==> src/rtl/fetch_queue.sv <==
// fetch_queue: instruction-fetch stage sitting directly behind the PC.
// Samples the PC, issues one instruction-memory read per accepted address,
// and buffers {pc, instruction} pairs in a small FIFO for decode.
//
// Ports:
//   clk          sole clock, all state updates on posedge
//   reset        asynchronous active-low reset
//   pc           current PC value
//   flush        redirect this cycle; discards buffered and in-flight work
//   pc_stall     1 = pc not consumed this cycle, PC must hold
//   imem_req     registered memory read request
//   imem_addr    registered memory read address
//   imem_ack     memory returns data this cycle
//   imem_rdata   read data, valid with imem_ack
//   instr_valid  FIFO head valid
//   instr        head instruction
//   instr_pc     address of head instruction
//   instr_ready  decode consumes head when instr_valid & instr_ready
module fetch_queue #(
    parameter int DEPTH  = 4,
    parameter int ADDR_W = 32,
    parameter int DATA_W = 32
) (
    input  logic              clk,
    input  logic              reset,
    input  logic [ADDR_W-1:0] pc,
    input  logic              flush,
    output logic              pc_stall,
    output logic              imem_req,
    output logic [ADDR_W-1:0] imem_addr,
    input  logic              imem_ack,
    input  logic [DATA_W-1:0] imem_rdata,
    output logic              instr_valid,
    output logic [DATA_W-1:0] instr,
    output logic [ADDR_W-1:0] instr_pc,
    input  logic              instr_ready
);

    localparam int PW = $clog2(DEPTH);
    localparam int CW = PW + 1;

    typedef enum logic [1:0] {IDLE, REQ, DRAIN} state_t;

    state_t            state, state_next;
    logic              req_next;
    logic [ADDR_W-1:0] addr_next;

    logic [PW-1:0]     wr_ptr, rd_ptr;
    logic [CW-1:0]     count;
    logic [ADDR_W-1:0] pc_mem   [DEPTH];
    logic [DATA_W-1:0] data_mem [DEPTH];

    logic room, accept, push, pop;

    // While a request is outstanding its result already owns one slot.
    // A pop in the same cycle is deliberately not credited.
    always_comb begin
        if (state == IDLE)
            room = (count < CW'(DEPTH));
        else
            room = ((count + CW'(1)) < CW'(DEPTH));
    end

    assign accept   = !flush && room && ((state == IDLE) || ((state == REQ) && imem_ack));
    assign pc_stall = reset ? !accept : 1'b0;
    assign push     = (state == REQ) && imem_ack && !flush;
    assign pop      = instr_valid && instr_ready && !flush;

    assign instr_valid = (count != '0);
    assign instr       = data_mem[rd_ptr];
    assign instr_pc    = pc_mem[rd_ptr];

    always_ff @(posedge clk or negedge reset) begin
        if (!reset) begin
            state     <= IDLE;
            imem_req  <= 1'b0;
            imem_addr <= '0;
        end else begin
            state     <= state_next;
            imem_req  <= req_next;
            imem_addr <= addr_next;
        end
    end

    // A request is never retracted: flush without ack parks in DRAIN with
    // req/addr held until the memory answers, then drops the data.
    always_comb begin
        state_next = state;
        req_next   = imem_req;
        addr_next  = imem_addr;
        case (state)
            IDLE: begin
                if (accept) begin
                    state_next = REQ;
                    req_next   = 1'b1;
                    addr_next  = pc;
                end
            end
            REQ: begin
                if (flush) begin
                    if (imem_ack) begin
                        state_next = IDLE;
                        req_next   = 1'b0;
                    end else begin
                        state_next = DRAIN;
                    end
                end else if (imem_ack) begin
                    if (accept) begin
                        addr_next = pc;
                    end else begin
                        state_next = IDLE;
                        req_next   = 1'b0;
                    end
                end
            end
            DRAIN: begin
                if (imem_ack) begin
                    state_next = IDLE;
                    req_next   = 1'b0;
                end
            end
            default: begin
                state_next = IDLE;
                req_next   = 1'b0;
            end
        endcase
    end

    always_ff @(posedge clk or negedge reset) begin
        if (!reset) begin
            wr_ptr <= '0;
            rd_ptr <= '0;
            count  <= '0;
            for (int unsigned i = 0; i < DEPTH; i++) begin
                pc_mem[i]   <= '0;
                data_mem[i] <= '0;
            end
        end else if (flush) begin
            wr_ptr <= '0;
            rd_ptr <= '0;
            count  <= '0;
        end else begin
            if (push) begin
                pc_mem[wr_ptr]   <= imem_addr;
                data_mem[wr_ptr] <= imem_rdata;
                wr_ptr           <= wr_ptr + PW'(1);
            end
            if (pop)
                rd_ptr <= rd_ptr + PW'(1);
            case ({push, pop})
                2'b10:   count <= count + CW'(1);
                2'b01:   count <= count - CW'(1);
                default: count <= count;
            endcase
        end
    end

endmodule

==> config.mk <==
export PLATFORM = sky130hd
export DESIGN_NAME = fetch_queue
export DESIGN_NICKNAME = d
export VERILOG_FILES = /design/src/rtl/fetch_queue.sv
export SDC_FILE = /design/constraint.sdc
export NUM_CORES = 1
export LEC_CHECK = 0
export ABC_CLOCK_PERIOD_IN_PS = 2850
export CORE_ASPECT_RATIO = 0.6
export CORE_UTILIZATION = 50
export DETAILED_ROUTE_END_ITERATION = 6
export PLACE_DENSITY = 0.7
export SLEW_MARGIN = 20
export SYNTH_ARGS = -nofsm -noshare
export SYNTH_HDL_FRONTEND = slang
export SYNTH_SLANG_ARGS = --single-unit
==> constraint.sdc <==
create_clock -name clk -period 2.85 [get_ports clk]
set_input_delay 0.855 -clock clk [delete_from_list [all_inputs] [get_ports clk]]
set_output_delay 0.855 -clock clk [all_outputs]
set_load 0.03 [all_outputs]
==> results.json, run 1 <==
{
  "status": "complete, but fails checks",
  "violations": "setup timing",
  "ys_ff_latch": 298,
  "mappedNetlistArea_um2": 13240,
  "r2r_cells": 5,
  "worst_slack_ns": -0.1290,
  "htree_levels": 1,
  "die-area_um2": 27150,
  "met2_usage_pct": 36.26,
  "area_growth_pct": 26.49,
  "syn-num-nets": 840,
  "synth.distinct_cells": 40,
  "critPathLaunch": "rd_ptr[0]$_DFFE_PN0P_",
  "cts_buffers": 28,
  "grt-ovfl-total": 0,
  "antenna_cells": 0,
  "required_ns": 2.00,
  "portBuffers": 167,
  "tightest_slew_ns": 1.022,
  "critPathMaxFanout": 7,
  "regToRegEndpoint": "imem_addr[19]$_DFFE_PN0P_",
  "start_util_pct": 51.66,
  "synth_top_area_cell": "dfrtp_1",
  "wl_per_cell_um": 21.49,
  "antenna_left": 0,
  "clkTransAtPathRegs_ns": 0.07,
  "start_kind": "register",
  "place_congestion": 0.7756,
  "endpoint_kind": "output port",
  "die_w_um": 212.0,
  "grt_use_total_pct": 22.04,
  "dieHeight_um": 128.0,
  "hold_class": "input port to asynchronous set/reset pin",
  "busiest_layer": "met2",
  "slew_headroom_pct": 31.86,
  "maxCapViolations": 0,
  "rr_startpoint": "count[0]$_DFFE_PN0P_",
  "synth_edf_count": 0,
  "clock_sinks": 298,
  "cts_tree": "built",
  "final.setup.tns_ns": -3.888,
  "setup_viol": 56,
  "pre_cts_ws_ns": -0.08775,
  "drc": 0,
  "dp_hpwl_um": 18480,
  "holdWs_ns": 0.3762,
  "synth_top_area_share_pct": 56.34,
  "finalHoldViolations": 0,
  "grt_max_degree": 179,
  "rsz0062_at_grt": "true",
  "synth_cells": 764,
  "drv_slew": 0,
  "antenna_found_initial": 0,
  "cts_max_path_buffers": 3,
  "rows": 45,
  "synthMostInstantiatedCell": "dfrtp_1",
  "layout.nets": 1037,
  "layout_min_cycle_time_ns": 2.979,
  "vias": 7446,
  "grt_use_met3_pct": 4.067,
  "drive_gt1_share_pct": 53.61,
  "yosys_warnings": 0,
  "period_share_pct": 104.5,
  "p_per_area_nw_per_um2": 1107,
  "ys.flop_type": "dfrtp_1",
  "synth_seq_area_share_pct": 56.34,
  "first_iter_violations": 365,
  "async_flop_share_pct": 100.0,
  "vias_per_cell": 5.578,
  "first_pass_iters": 4,
  "reg2reg_slack_ns": 0.80,
  "synth_common_cells": "dfrtp_1 (298), mux2_2 (245), mux4_2 (64)",
  "fill_cells": 1755,
  "totalWireLength_um": 28700,
  "grt_pass1_vias": 8228,
  "clkLatencyLatePin_ns": 0.54,
  "p_leak_nw": 7.713,
  "crit_arrival_ns": 2.12,
  "peakVddDrop_v": 0.0006117,
  "critPathKind": "register to output port",
  "final.setup_skew_ns": 0.01846,
  "core_um2": 25620,
  "syn_avg_cell_area_um2": 17.32,
  "io_pins": 168,
  "grt_pass1_wl_um": 46260,
  "use_met1_pct": 31.20,
  "fmax_mhz": 335.7,
  "ys_top_cells_by_area": "dfrtp_1 (56%), mux2_2 (21%), mux4_2 (11%)",
  "root_buffer": "clkbuf_16"
}
-- power by group --
part           internal (mW)  switching [mW]  leakage, nW
combinational           4.46            3.97         3.38
sequential              5.50           0.975         3.88
clock                   2.07            1.56        0.456
-- logic make-up (layout without fill, tap and decap cells) --
family	after synthesis	in the layout	share of synthesized area [%]
AOI/OAI and AO/OA	19	19	0.9265
xor gates and xnor gates	4	4	0.2647
adders and majority gates	7	7	0.6617
buffers and inverters	53	272	3.261
DFF	298	298	56.34
muxes	354	354	36.78
and+or+nand+nor	29	29	1.758
-- worst max-delay path: stages (launching register included) --
cell     delay, ns
dfrtp_4       0.52
buf_12        0.15
buf_12        0.13
buf_12        0.14
mux4_2        0.46
buf_6         0.16
-- final cells by class --
type                    instances  area, um^2  share of cell area [%]
clock buffers                  42       854.6                   5.105
clock inverters                10       52.55                  0.3139
flip-flops and latches        298        7466                   44.60
inverters                       7       26.28                  0.1570
multi-input cells             413        5378                   32.12
well taps                     352       440.4                   2.631
repair buffers                213        2524                   15.07
-- through the flow --
stage               cell area, um^2  cells  total power, mW  utilization (%)
floorplan                     13240    764            11.24                -
global placement              15410   1270            13.94            60.17
detailed placement            15410   1270            14.25            60.17
CTS                           16650   1332            18.60            65.00
global route                  16740   1335            19.44            65.35
finish                        16740   1335            18.54            65.35
-- metal layers --
metal  routed length, um  share of wire [%]
met3                1194                4.2
met1               13100                 46
met5                   0                  0
met2               14040                 49
met4                 358                1.2
-- layout by cell type, fill, tap and decap left out, drive strengths merged, types with 2 or more instances in the layout --
master         count
dfrtp            298
mux2             290
buf              112
clkdlybuf4s50     99
mux4              64
clkbuf            42
clkinv             9
nand2              8
inv                7
nor2               7
a21oi              7
ha                 7
o21ai              4
a31oi              3
xor2               2
xnor2              2
nand2b             2
nand3b             2
nor2b              2
nor3               2
-- timing repair --
action                     CTS  global route
cloned                       2             0
hold endpoints to repair     0             0
resized for setup          301            20
setup endpoints to repair   66            65
buffers inserted             8             4
hold buffers                 0             0
pin swaps                    1             1
-- how the worst max path moves through the flow --
| stage | to | slack, ns | cells after the start |
|---|---|---|---|
| 3_3_place_gp | pc_stall | -0.06 | 6 |
| 3_5_place_dp | pc_stall | -0.09 | 6 |
| 5_1_grt | instr[31] | -0.20 | 5 |
| 4_1_cts | instr[31] | -0.16 | 5 |
| 6_report | instr_pc[15] | -0.13 | 5 |
| 2_1_floorplan | pc_stall | 0.10 | 5 |
-- registers in the layout (all words and copies together) (netlist names) --
| signal | flops |
|---|---|
| imem_addr | 32 |
| count | 3 |
| wr_ptr | 2 |
| rd_ptr | 2 |
| imem_req | 1 |
| data_mem | 128 |
| state | 2 |
| pc_mem | 128 |
No activity file was read; power rests on OpenSTA's default activity.
==> run 2, diff against run 1 <==
--- a/config.mk
+++ b/config.mk
@@ -8,9 +8,9 @@
 export ABC_CLOCK_PERIOD_IN_PS = 2850
 export CORE_ASPECT_RATIO = 0.6
 export CORE_UTILIZATION = 50
+export CTS_CLUSTER_DIAMETER = 50
 export DETAILED_ROUTE_END_ITERATION = 6
 export PLACE_DENSITY = 0.7
-export SLEW_MARGIN = 20
 export SYNTH_ARGS = -nofsm -noshare
 export SYNTH_HDL_FRONTEND = slang
 export SYNTH_SLANG_ARGS = --single-unit
==> results.json, run 2 (synthesis gave the netlist of run 1 again) <==
{
  "multiInputGateArea_um2": 5378,
  "antenna_left": 0,
  "cts_buffers": 29,
  "worst_slack_ns": -0.1206,
  "p_per_area_nw_per_um2": 1118,
  "endpoint_kind": "output port",
  "vias_per_cell": 5.616,
  "critPathKind": "register to output port",
  "fmax_mhz": 336.6,
  "area_growth_pct": 27.26,
  "layout_min_cycle_time_ns": 2.971,
  "grt_pass1_wl_um": 46350,
  "fin_util_pct": 65.75,
  "p_seq_share_pct": 34.4,
  "die-area_um2": 27150,
  "p_leak_nw": 7.766,
  "fill_cells": 1763,
  "totalWireLength_um": 28670,
  "clockPowerShare_pct": 20.5,
  "antenna_found_initial": 0,
  "final_common_cell": "dfrtp_1",
  "largestRegisters": "data_mem: 128 flops, pc_mem: 128 flops, imem_addr: 32 flops",
  "switching_share_pct": 34.89,
  "tightest_slew_ns": 1.030,
  "vias": 7520,
  "r2r_cells": 5,
  "intPower_mw": 12.26,
  "peakVddDrop_v": 0.0007370,
  "setup_viol": 58,
  "critPathLaunch": "rd_ptr[0]$_DFFE_PN0P_",
  "holdWs_ns": 0.3632,
  "cts_max_path_buffers": 3,
  "crit_arrival_ns": 2.12,
  "rows": 45,
  "cpMaxStageDelayCell": "dfrtp_4",
  "layout.nets": 1042,
  "start_kind": "register",
  "comb_power_share_pct": 45.1,
  "cts_tree": "built",
  "drv_slew": 0,
  "period_share_pct": 104.2,
  "status": "complete, but fails checks",
  "htree_levels": 1,
  "core_um2": 25620,
  "switchingPower_mw": 6.567,
  "violations": "setup timing",
  "grt_use_total_pct": 22.12,
  "grt-ovfl-total": 0,
  "place_congestion": 0.7756,
  "clock_sinks": 298,
  "portBuffers": 167,
  "antenna_cells": 0,
  "die_w_um": 212.0,
  "dp_hpwl_um": 18480,
  "drive_gt1_share_pct": 54.10,
  "maxCapViolations": 0,
  "slowest_delay_ns": 0.51,
  "first_pass_iters": 4,
  "dieHeight_um": 128.0,
  "pre_cts_ws_ns": -0.08775,
  "root_buffer": "clkbuf_16",
  "seq_area_um2": 7466,
  "slew_headroom_pct": 31.35,
  "drc": 0,
  "io_pins": 168,
  "critPathMaxFanout": 7,
  "rsz0062_at_grt": "true",
  "finalHoldViolations": 0,
  "grt_pass1_vias": 8209,
  "first_iter_violations": 395,
  "clkLatencyLatePin_ns": 0.55,
  "final.setup_skew_ns": 0.01428,
  "clkTransAtPathRegs_ns": 0.07,
  "hold_class": "input port to asynchronous set/reset pin",
  "required_ns": 2.00,
  "start_util_pct": 51.66,
  "rr_startpoint": "count[0]$_DFFE_PN0P_",
  "grt_max_degree": 179,
  "mostFrequentLayoutCells": "dfrtp_1 (295), mux2_2 (245), clkdlybuf4s50_1 (99)",
  "wl_per_cell_um": 21.41,
  "crit_chain": "buf_12 -> buf_4 -> clkbuf_16 -> mux4_2 -> buf_6"
}
==> run 2: cell count changes in the layout (fill, tap and decap cells not counted), sizes merged <==
| cell | delta |
|---|---|
| buf | +3 |
| bufinv | +2 |
| bufbuf | -1 |
| clkbuf | -1 |
| inv | +1 |
==> run 2: metrics by stage <==
step / std cells / instance area [um^2] / total power [mW] / setup TNS (ns)
after floorplan: 764 / 13240 / 11.24 / 0
after detailed placement: 1270 / 15410 / 14.25 / -0.08775
after global placement: 1270 / 15410 / 13.94 / -0.06097
after global routing: 1339 / 16840 / 19.73 / -7.624
final: 1339 / 16840 / 18.82 / -4.627
after CTS: 1335 / 16680 / 18.74 / -4.935
==> run 2: worst max-delay path, delay by kind of cell (launching register included) <==
family	cells	cell delay (ns)
DFF	1	0.51
buffers and inverters	4	0.61
muxes	1	0.44
==> run 2: cell type report <==
class	instances	area share, %
Sequential cell	298	44.32
Multi-Input combinational cell	413	31.93
Inverter	7	0.1560
Timing Repair Buffer	217	15.25
Tap cell	352	2.615
Clock buffer	39	5.007
Clock inverter	13	0.7205
==> run 2: power groups by stage <==
stage | logic (mW) | clock network [mW] | registers (mW)
after floorplan | 4.61 | 0 | 6.63
after global placement | 7.56 | 0 | 6.38
after detailed placement | 7.69 | 0 | 6.56
after CTS | 8.32 | 3.95 | 6.47
after global routing | 8.92 | 4.15 | 6.66
final | 8.49 | 3.85 | 6.48
==> run 2: worst paths after layout <==
check	end	slack (ns)
max	instr[4]	-0.12
max reg2reg	imem_addr[27]$_DFFE_PN0P_	0.82
max in group asynchronous	pc_mem[94]$_DFFE_PN0P_	1.60
min	imem_addr[5]$_DFFE_PN0P_	0.36
min reg2reg	data_mem[50]$_DFFE_PN0P_	0.50
min in group clk	data_mem[50]$_DFFE_PN0P_	0.50
==> run 2: what timing repair did <==
item,4_1_cts,5_1_grt
setup endpoints to repair,66,65
hold buffers,0,0
pin swaps,1,1
resized for setup,295,30
gates cloned,2,1
buffers inserted,11,3
==> run 2: routing by layer <==
metal | routed length (um) | track usage (%) | vias up
met5 | 0 | 0 | -
met3 | 1146 | 4.140 | 33
met2 | 13920 | 36.20 | 139
met4 | 399 | 4.135 | 0
met1 | 13200 | 31.27 | 4087
li1 | - | - | 3261
